### config.mk
export PLATFORM = sky130hd
export DESIGN_NAME = s2p_rr_arbiter
export DESIGN_NICKNAME = d
export VERILOG_FILES = /design/src/rtl/s2p_arb_pkg.sv /design/src/rtl/s2p_shift_core.sv /design/src/rtl/s2p_rr_arbiter.sv
export SDC_FILE = /design/constraint.sdc
export NUM_CORES = 1
export LEC_CHECK = 0
export ABC_CLOCK_PERIOD_IN_PS = 5690
export BUFFER_PORTS_ARGS = -buffer_cell sky130_fd_sc_hd__buf_2
export CAP_MARGIN = 20
export CORE_MARGIN = 4
export CORE_UTILIZATION = 35
export DETAILED_ROUTE_END_ITERATION = 8
export SLEW_MARGIN = 5
export SYNTH_ARGS = -nofsm -noshare
export SYNTH_HDL_FRONTEND = slang
export SYNTH_SLANG_ARGS = --single-unit
### constraint.sdc
create_clock -name clk -period 5.69 [get_ports clk]
set_clock_uncertainty 0.15 [all_clocks]
set_input_delay 0 -clock clk [delete_from_list [all_inputs] [get_ports clk]]
set_output_delay 0 -clock clk [all_outputs]
set_load 0.05 [all_outputs]
### src/rtl/s2p_arb_pkg.sv
// s2p_arb_pkg: shared types, defaults and round-robin pick for the s2p arbiter
package s2p_arb_pkg;
    typedef enum logic {IDLE, BUSY} state_t;
    localparam int N_CH_DEF    = 4;
    localparam int FRAME_W_DEF = 6;
    localparam int TIMEOUT_DEF = 16;
    localparam int MAX_CH      = 8;

    // First requesting channel at or above ptr, wrapping modulo n; returns ptr if none.
    function automatic logic [2:0] rr_pick(input logic [MAX_CH-1:0] req, input logic [2:0] ptr, input int n);
        logic [2:0] pick;
        logic       found;
        int         idx;
        pick  = ptr;
        found = 1'b0;
        for (int i = 0; i < MAX_CH; i++) begin
            idx = (int'(ptr) + i) % n;
            if (!found && i < n && req[idx]) begin
                pick  = 3'(idx);
                found = 1'b1;
            end
        end
        return pick;
    endfunction
endpackage

### src/rtl/s2p_shift_core.sv
// s2p_shift_core: LSB-first deserializer shift register and bit counter (macro S2P_ARB_TIMEOUT_EN adds started)
module s2p_shift_core #(
    parameter int FRAME_W = 6
) (
    input  logic               clk,
    input  logic               rst_n,
    input  logic               shift_en,
    input  logic               clr,
    input  logic               bit_in,
`ifdef S2P_ARB_TIMEOUT_EN
    output logic               started,
`endif
    output logic [FRAME_W-1:0] frame,
    output logic               done
);
    localparam int CNT_W = $clog2(FRAME_W);

    logic [FRAME_W-1:0] shift_q;
    logic [CNT_W-1:0]   bit_cnt;

    assign frame = {bit_in, shift_q[FRAME_W-1:1]};
    assign done  = bit_cnt == CNT_W'(FRAME_W - 1);
`ifdef S2P_ARB_TIMEOUT_EN
    assign started = bit_cnt != '0;
`endif

    // Shift in one bit per transfer; counter wraps to 0 on the frame's last bit.
    always_ff @(posedge clk or negedge rst_n) begin
        if (!rst_n) begin
            shift_q <= '0;
            bit_cnt <= '0;
        end else if (clr) begin
            shift_q <= '0;
            bit_cnt <= '0;
        end else if (shift_en) begin
            shift_q <= frame;
            bit_cnt <= done ? '0 : bit_cnt + 1'b1;
        end
    end
endmodule

### src/rtl/s2p_rr_arbiter.sv
// s2p_rr_arbiter: round-robin share of one deserializer among N_CH serial channels (macro S2P_ARB_TIMEOUT_EN adds stall abort)
module s2p_rr_arbiter
    import s2p_arb_pkg::*;
#(
    parameter int N_CH    = N_CH_DEF,
    parameter int FRAME_W = FRAME_W_DEF,
    parameter int TIMEOUT = TIMEOUT_DEF
) (
    input  logic                    clk,
    input  logic                    rst_n,
    input  logic [N_CH-1:0]         req_valid,
    input  logic [N_CH-1:0]         req_data,
    output logic [N_CH-1:0]         req_ready,
    output logic                    out_valid,
    output logic [FRAME_W-1:0]      out_data,
    output logic [$clog2(N_CH)-1:0] out_ch,
    input  logic                    out_ready,
    output logic                    abort_pulse
);
    localparam int CW = $clog2(N_CH);

    if (N_CH < 2 || N_CH > MAX_CH || FRAME_W < 2 || TIMEOUT < 1) begin : g_cfg_err
        $error("s2p_rr_arbiter: unsupported parameter set");
    end

    state_t             state, state_d;
    logic [CW-1:0]      grant, rr_ptr;
    logic [FRAME_W-1:0] frame;
    logic               done, rdy, xfer, last, abort;

    // Last bit only moves when the output register is free or draining this cycle.
    assign rdy       = !done || !out_valid || out_ready;
    assign req_ready = (state == BUSY && rdy) ? {{(N_CH-1){1'b0}}, 1'b1} << grant : '0;
    assign xfer      = state == BUSY && req_valid[grant] && rdy;
    assign last      = xfer && done;

`ifdef S2P_ARB_TIMEOUT_EN
    localparam int SW = $clog2(TIMEOUT + 1);
    logic          started, stall, abort_q;
    logic [SW-1:0] stall_cnt;

    assign stall       = state == BUSY && started && !req_valid[grant];
    assign abort       = stall && stall_cnt == SW'(TIMEOUT - 1);
    assign abort_pulse = abort_q;

    // Count idle cycles of a started frame; any transfer or leaving BUSY restarts it.
    always_ff @(posedge clk or negedge rst_n) begin
        if (!rst_n) begin
            stall_cnt <= '0;
            abort_q   <= 1'b0;
        end else begin
            abort_q   <= abort;
            stall_cnt <= (abort || xfer || state != BUSY) ? '0 : stall ? stall_cnt + 1'b1 : stall_cnt;
        end
    end
`else
    assign abort       = 1'b0;
    assign abort_pulse = 1'b0;
`endif

    s2p_shift_core #(.FRAME_W(FRAME_W)) u_core (
        .clk      (clk),
        .rst_n    (rst_n),
        .shift_en (xfer),
        .clr      (abort),
`ifdef S2P_ARB_TIMEOUT_EN
        .started  (started),
`endif
        .bit_in   (req_data[grant]),
        .frame    (frame),
        .done     (done)
    );

    // FSM state register.
    always_ff @(posedge clk or negedge rst_n) begin
        if (!rst_n) state <= IDLE;
        else        state <= state_d;
    end

    // Arbitrate for one cycle in IDLE, then hold the grant until the frame ends or aborts.
    always_comb begin
        state_d = state;
        state_d = (state == IDLE) ? (|req_valid ? BUSY : IDLE) : ((last || abort) ? IDLE : BUSY);
    end

    // Grant, round-robin pointer and output frame register.
    always_ff @(posedge clk or negedge rst_n) begin
        if (!rst_n) begin
            grant     <= '0;
            rr_ptr    <= '0;
            out_valid <= 1'b0;
            out_data  <= '0;
            out_ch    <= '0;
        end else begin
            if (state == IDLE && |req_valid) grant <= CW'(rr_pick(MAX_CH'(req_valid), 3'(rr_ptr), N_CH));
            if (last || abort) rr_ptr <= (grant == CW'(N_CH - 1)) ? '0 : grant + 1'b1;
            if (last) begin
                out_valid <= 1'b1;
                out_data  <= frame;
                out_ch    <= grant;
            end else if (out_ready) begin
                out_valid <= 1'b0;
            end
        end
    end
endmodule

After elaboration in Yosys (flattened, before gate mapping):

Cells that the tools add are included.

* add/sub/neg operators: 5
* magnitude comparators: 5
* eq/ne operators: 2
* shifts and indexed selects: 1
* mux-type cells: 32
* bitwise gates (word level): 4
* reductions and logical operators: 20

Operator list (number)
* 2-to-1 mux 1 bit: 20
* < comparator 3 x 5 -> 1 bit (second input constant): 3
* binary-select mux 1 bit (select 3 bit): 3
* logical AND 1 bit: 8
* 2-to-1 mux 2 bit: 4
* binary-select mux 1 bit (select 2 bit): 3
* OR reduction 2 bit: 3
* logical NOT 1 bit: 5
* adder 2 x 1 -> 2 bit (second input constant): 2
* adder 2 bit (second input constant): 2
* < comparator 2 x 4 -> 1 bit (second input constant): 1
* 2-to-1 mux 4 bit: 1
* OR reduction 4 bit: 1
* left shift 1 x 2 -> 4 bit (first input constant): 1
* adder 3 x 1 -> 3 bit (second input constant): 1
* AND 1 bit (first input constant): 3
* equality test 3 bit (second input constant): 1
* < comparator 2 x 3 -> 1 bit (second input constant): 1
* 2-to-1 mux 3 bit: 1
* equality test 2 bit (second input constant): 1
* logical OR 1 bit: 2
* nonzero test 2 bit: 1
* NOT 1 bit: 1

* bits in registers: 23
* output and inout port bits: 14
* logic and storage cells: 77

Depth between registers and ports, before layout:

* depth after elaboration: 16
* mapped depth: 6
* depth with buffers taken out: 4

By module:

From an unflattened synthesis, not the netlist that was laid out.

* cells, all modules: 97
* area total of the unflattened synthesis: 1168.6 sq um

Modules (own cells, without submodules)
* s2p_rr_arbiter: times used 1, cells each 67, area an instance 798.3 sq um, sequential area each 350.3 sq um
* s2p_shift_core: times used 1, cells each 30, area an instance 370.4 sq um, sequential area each 200.2 sq um

Worst setup path after synthesis:

Ideal clock, no wire load.

* kind: flip-flop to flip-flop
* start: reg grant[0]
* end: reg out_data[4]
* arrival time: 1.614 ns
* setup slack: 3.801 ns
* cell stages (with the launch flop): 6
* path buffers: 2
* clock period less this slack: 1.889 ns
* cells stage by stage: dfrtp_1 > buf_6 > mux4_2 > nand4_4 > buf_8 > mux2_4

* longest elaborated chain between the ends: 5

Ends and longest elaborated chain
* start, declared: RTL line s2p_rr_arbiter.sv:27 `logic [CW-1:0] grant, rr_ptr;`
* start signal, assigned: RTL line s2p_rr_arbiter.sv:95 `if (state == IDLE && |req_valid) grant <= CW'(rr_pick(MAX_CH'(req_valid), 3'(rr_ptr), N_CH));`
* binary-select mux 1 bit (select 2 bit): RTL line s2p_rr_arbiter.sv:34 `assign xfer = state == BUSY && req_valid[grant] && rdy;`
* 2-to-1 mux 1 bit (not written as such): RTL line s2p_rr_arbiter.sv:34
* logical AND 1 bit (2 in a row): RTL line s2p_rr_arbiter.sv:34
* logical AND 1 bit: RTL line s2p_rr_arbiter.sv:35 `assign last = xfer && done;`
* end signal, assigned: RTL line s2p_rr_arbiter.sv:99 `out_data <= frame;`
* end, declared: RTL line s2p_rr_arbiter.sv:15 `output logic [FRAME_W-1:0] out_data,`

Every way passes these cells. The select of a mux whose other input is x is not followed.
A chain may end at the register's enable or synchronous reset.

Final worst setup path:

* start: reg rr_ptr[1]
* end: reg grant[1]

* longest elaborated chain between the ends: 16
* elaborated cells on any way between the ends: 35
* classes of those cells: add/sub: 3; mux: 20; bitwise: 3; reduce/logical: 9

Ends and longest elaborated chain
* start, declared: RTL line s2p_rr_arbiter.sv:27
* start signal, assigned: RTL line s2p_rr_arbiter.sv:96 `if (last || abort) rr_ptr <= (grant == CW'(N_CH - 1)) ? '0 : grant + 1'b1;`
* adder 2 x 1 -> 2 bit: RTL line s2p_arb_pkg.sv:17 `idx = (int'(ptr) + i) % n;`
* OR reduction 2 bit (no line)
* AND 1 bit (no line)
* binary-select mux 1 bit (select 3 bit): RTL line s2p_arb_pkg.sv:18 `if (!found && i < n && req[idx]) begin`
* 2-to-1 mux 1 bit (not written as such) (2 in a row): RTL line s2p_arb_pkg.sv:18
* logical AND 1 bit: RTL line s2p_arb_pkg.sv:18
* 2-to-1 mux 1 bit: RTL line s2p_arb_pkg.sv:18
* 2-to-1 mux 1 bit: RTL line s2p_rr_arbiter.sv:95
* logical NOT 1 bit: RTL line s2p_arb_pkg.sv:18
* logical AND 1 bit: RTL line s2p_arb_pkg.sv:18
* 2-to-1 mux 1 bit: RTL line s2p_arb_pkg.sv:18
* 2-to-1 mux 1 bit: RTL line s2p_rr_arbiter.sv:95
* logical NOT 1 bit: RTL line s2p_arb_pkg.sv:18
* logical AND 1 bit: RTL line s2p_arb_pkg.sv:18
* 2-to-1 mux 2 bit (*): RTL line s2p_arb_pkg.sv:18

Mark *: on every way between the ends. The rest lies on a longest branch, timed or not. The select of a mux whose other input is x is not followed.

==> impl_metrics.csv <==
group,metric,value,unit
global_route,grt_pass1_wl,3680,um
global_route,met3_usage,2.39,%
synthesis,synth_ff_type,"dfrtp_1",
global_route,grt_busiest_layer,"met2",
synthesis,synthArstFlopShare,100,%
clock_network,cts.clk_slew.worst_paths,0.12,ns
synthesis,synth.most_common_cell,"dfrtp_1",
die,rows,20,
synthesis,synth_area_leaders,"dfrtp_1 48%, mux2_2 9.8%, ha_1 4.3%",
critical_path,slowest_stage,"dlygate4sd3_1",
critical_path,cp.arrival,2.51,ns
timing,finalSetupViolCount,0,
critical_path,crit_required,5.74,ns
synthesis,synth_edf_count,0,
global_route,antenna_found_initial,0,
clock_network,clkSinkCount,22,
clock_network,cts_buffers,3,
status,status,"completed",
die,die_x,65.4,um
placement,place_area,1290,um2
die,dieHeight,65.4,um
critical_path,endpoint_kind,"flop",
critical_path,slowest_delay,0.61,ns
finish,area_growth,19.0,%
clock_network,cts_max_path_buffers,2,
timing,fin_crit_sh,43.2,%
route,ant_nets,0,
synthesis,avgSynthCellArea,12.0,um2
finish,drive_above_1_share,33.6,%
synthesis,synth_top_area_share,47.7,%
die,io_pins,25,
hold_path,hp-class,"primary input to flop",
global_route,grt_pass1_vias,823,
timing,rsz0062_at_grt,"false",
placement,pre_cts_ws,3.68,ns
timing,hold_viol,0,
clock_network,clock-root-buffer,"clkbuf_4",
global_route,grt_max_degree,23,
synthesis,synth_fp_nets,111,
pwr,p_leak,0.000663,uW
finish,diodes,0,
die,initial_core_util,37.2,%
clock_network,tritoncts,"built",
route,num_vias,823,
timing,final.setup.worst_slack,3.23,ns
critical_path,cp_top_family,"buffers and inverters",
critical_path,cp_max_fo,6,
global_route,use_met1,14.1,%
placement,dp_hpwl,1590,um
placement,place.gp.congestion,0.820,
route,drc,0,
timing,period_minus_slack,2.46,ns
placement,io_buffer_count,23,
synthesis,synth.distinct_cells,33,
synthesis,ys_top_cells_by_count,"22 x dfrtp_1, 10 x mux2_2, 6 x inv_1, 5 x nand2_1, 5 x o21ai_0",
global_route,overflow,0,
pwr,peakVddDrop,132,uV
pwr,p_per_area,581,nW/um2
finish,fin_nets,142,
route,post_drt_wl_per_cell,12.5,um
critical_path,crit_top_cell,"dlygate4sd3_1",
global_route,grt_usage,11.2,%
critical_path,path_cells,"inv_1, nor3_1, a2111oi_0, dlygate4sd3_1, o22ai_1, dlygate4sd3_1",
critical_path,cp-start-kind,"flop",
route,via_per_inst,4.87,
synthesis,synthCells,96,
synthesis,synth_area,1150,um2
synthesis,yosysWarnings,0,
route,drt_first_pass_iters,4,
timing,slew_viol_final,0,
finish,fin_util,44.2,%
clock_network,holdBufCountCts,6,
route,wl,2120,um
flow_run,maxCapViolCount,0,
timing,final.setup.tns,0,ns
timing,max_freq,407,MHz
critical_path,path_buf_inv,3,
synthesis,yosys.area.top_type,"dfrtp_1",
finish,final_cell_area,1370,um2
die,dieArea,4280,um2
clock_network,ctsResizeCount,0,
clock_network,htreeDepth,1,
die,core-area,3100,um2
synthesis,ys_ff_latch,22,
critical_path,crit_type,"flop to flop",
clock_network,postCtsSetupRepairBufs,0,
clock_network,clock_latency,0.30,ns
synthesis,ys_seq_area_share,47.7,%
route,drt_iter0_markers,21,
global_route,grt_use_met2,17.7,%
[tightest hold or removal path, cell delays in order]
cell and delay (ns):
buf_2 0.08, mux4_1 0.23, mux2_4 0.14
[final timing paths]
check,from,end,slack (ns),cells after the start
setup / recovery,rr_ptr[1],grant[1],3.23,6
hold / removal,req_data[0],out_data[5],0.01,3
setup reg to reg,rr_ptr[1],grant[1],3.23,6
hold reg to reg,out_ch[1],out_ch[1],0.35,2
max in group asynchronous,rst_n,u_core.shift_q[2],5.03,2
min in group asynchronous,rst_n,grant[1],0.02,2
[sequential cells by signal, summed over array words and instances (netlist names)]
signal          count
out_data            6
out_valid           1
grant               2
rr_ptr              2
u_core.bit_cnt      3
u_core.shift_q      5
out_ch              2
state               1
[layer usage]
layer | vias up | part of all wire [%]
li1 | 397 | -
met1 | 398 | 43
met2 | 24 | 49
met3 | 4 | 5.4
met4 | 0 | 2.3
met5 | - | 0
[through the flow]
step	total power, uW	hold slack, ns	std cells
final	797	0.0116	169
after global routing	856	0.0177	169
after CTS	805	0.0111	169
after detailed placement	726	-0.157	160
after global placement	719	-0.164	160
after floorplan	641	-0.446	96
[cells in the final DEF (no fill, tap or decap), types with 2 or more instances in the layout]
| master | count |
|---|---|
| buf_2 | 23 |
| dfrtp_1 | 22 |
| mux2_2 | 10 |
| inv_1 | 6 |
| dlygate4sd3_1 | 6 |
| nand2_1 | 5 |
| o21ai_0 | 5 |
| and2_1 | 4 |
| nor2_1 | 4 |
| a21oi_1 | 4 |
| ha_1 | 4 |
| mux2i_1 | 3 |
| nor2b_1 | 3 |
| mux2_4 | 3 |
| clkbuf_4 | 3 |
| nand3_1 | 2 |
| o22ai_1 | 2 |
[cells by family after synthesis]
kind of cell             count (synthesis)  synth area share, %
AO/OA/AOI/OAI                           17                 9.11
adder cells (fa/ha/maj)                  4                 4.34
buffers and inverters                    9                 4.88
multiplexers                            18                 20.5
XOR/XNOR                                 1                0.759
other                                    1                0.325
flip-flops                              22                 47.7
AND/OR/NAND/NOR                         24                 12.4
[layout make-up]
cell class / count / area [um2]
Clock buffer: 3 / 22.5
Fill cell: 321 / 1730
Inverter: 6 / 22.5
Multi-Input combinational cell: 65 / 547
Sequential cell: 22 / 551
Tap cell: 44 / 55.1
Timing Repair Buffer: 29 / 175
[report_power, final]
group	internal, uW	total, uW	switching (uW)
Clock	24.7	68.4	43.7
Sequential	231	298	67.7
Combinational	167	430	263
Note: power is estimated with default switching activity, not from simulation.
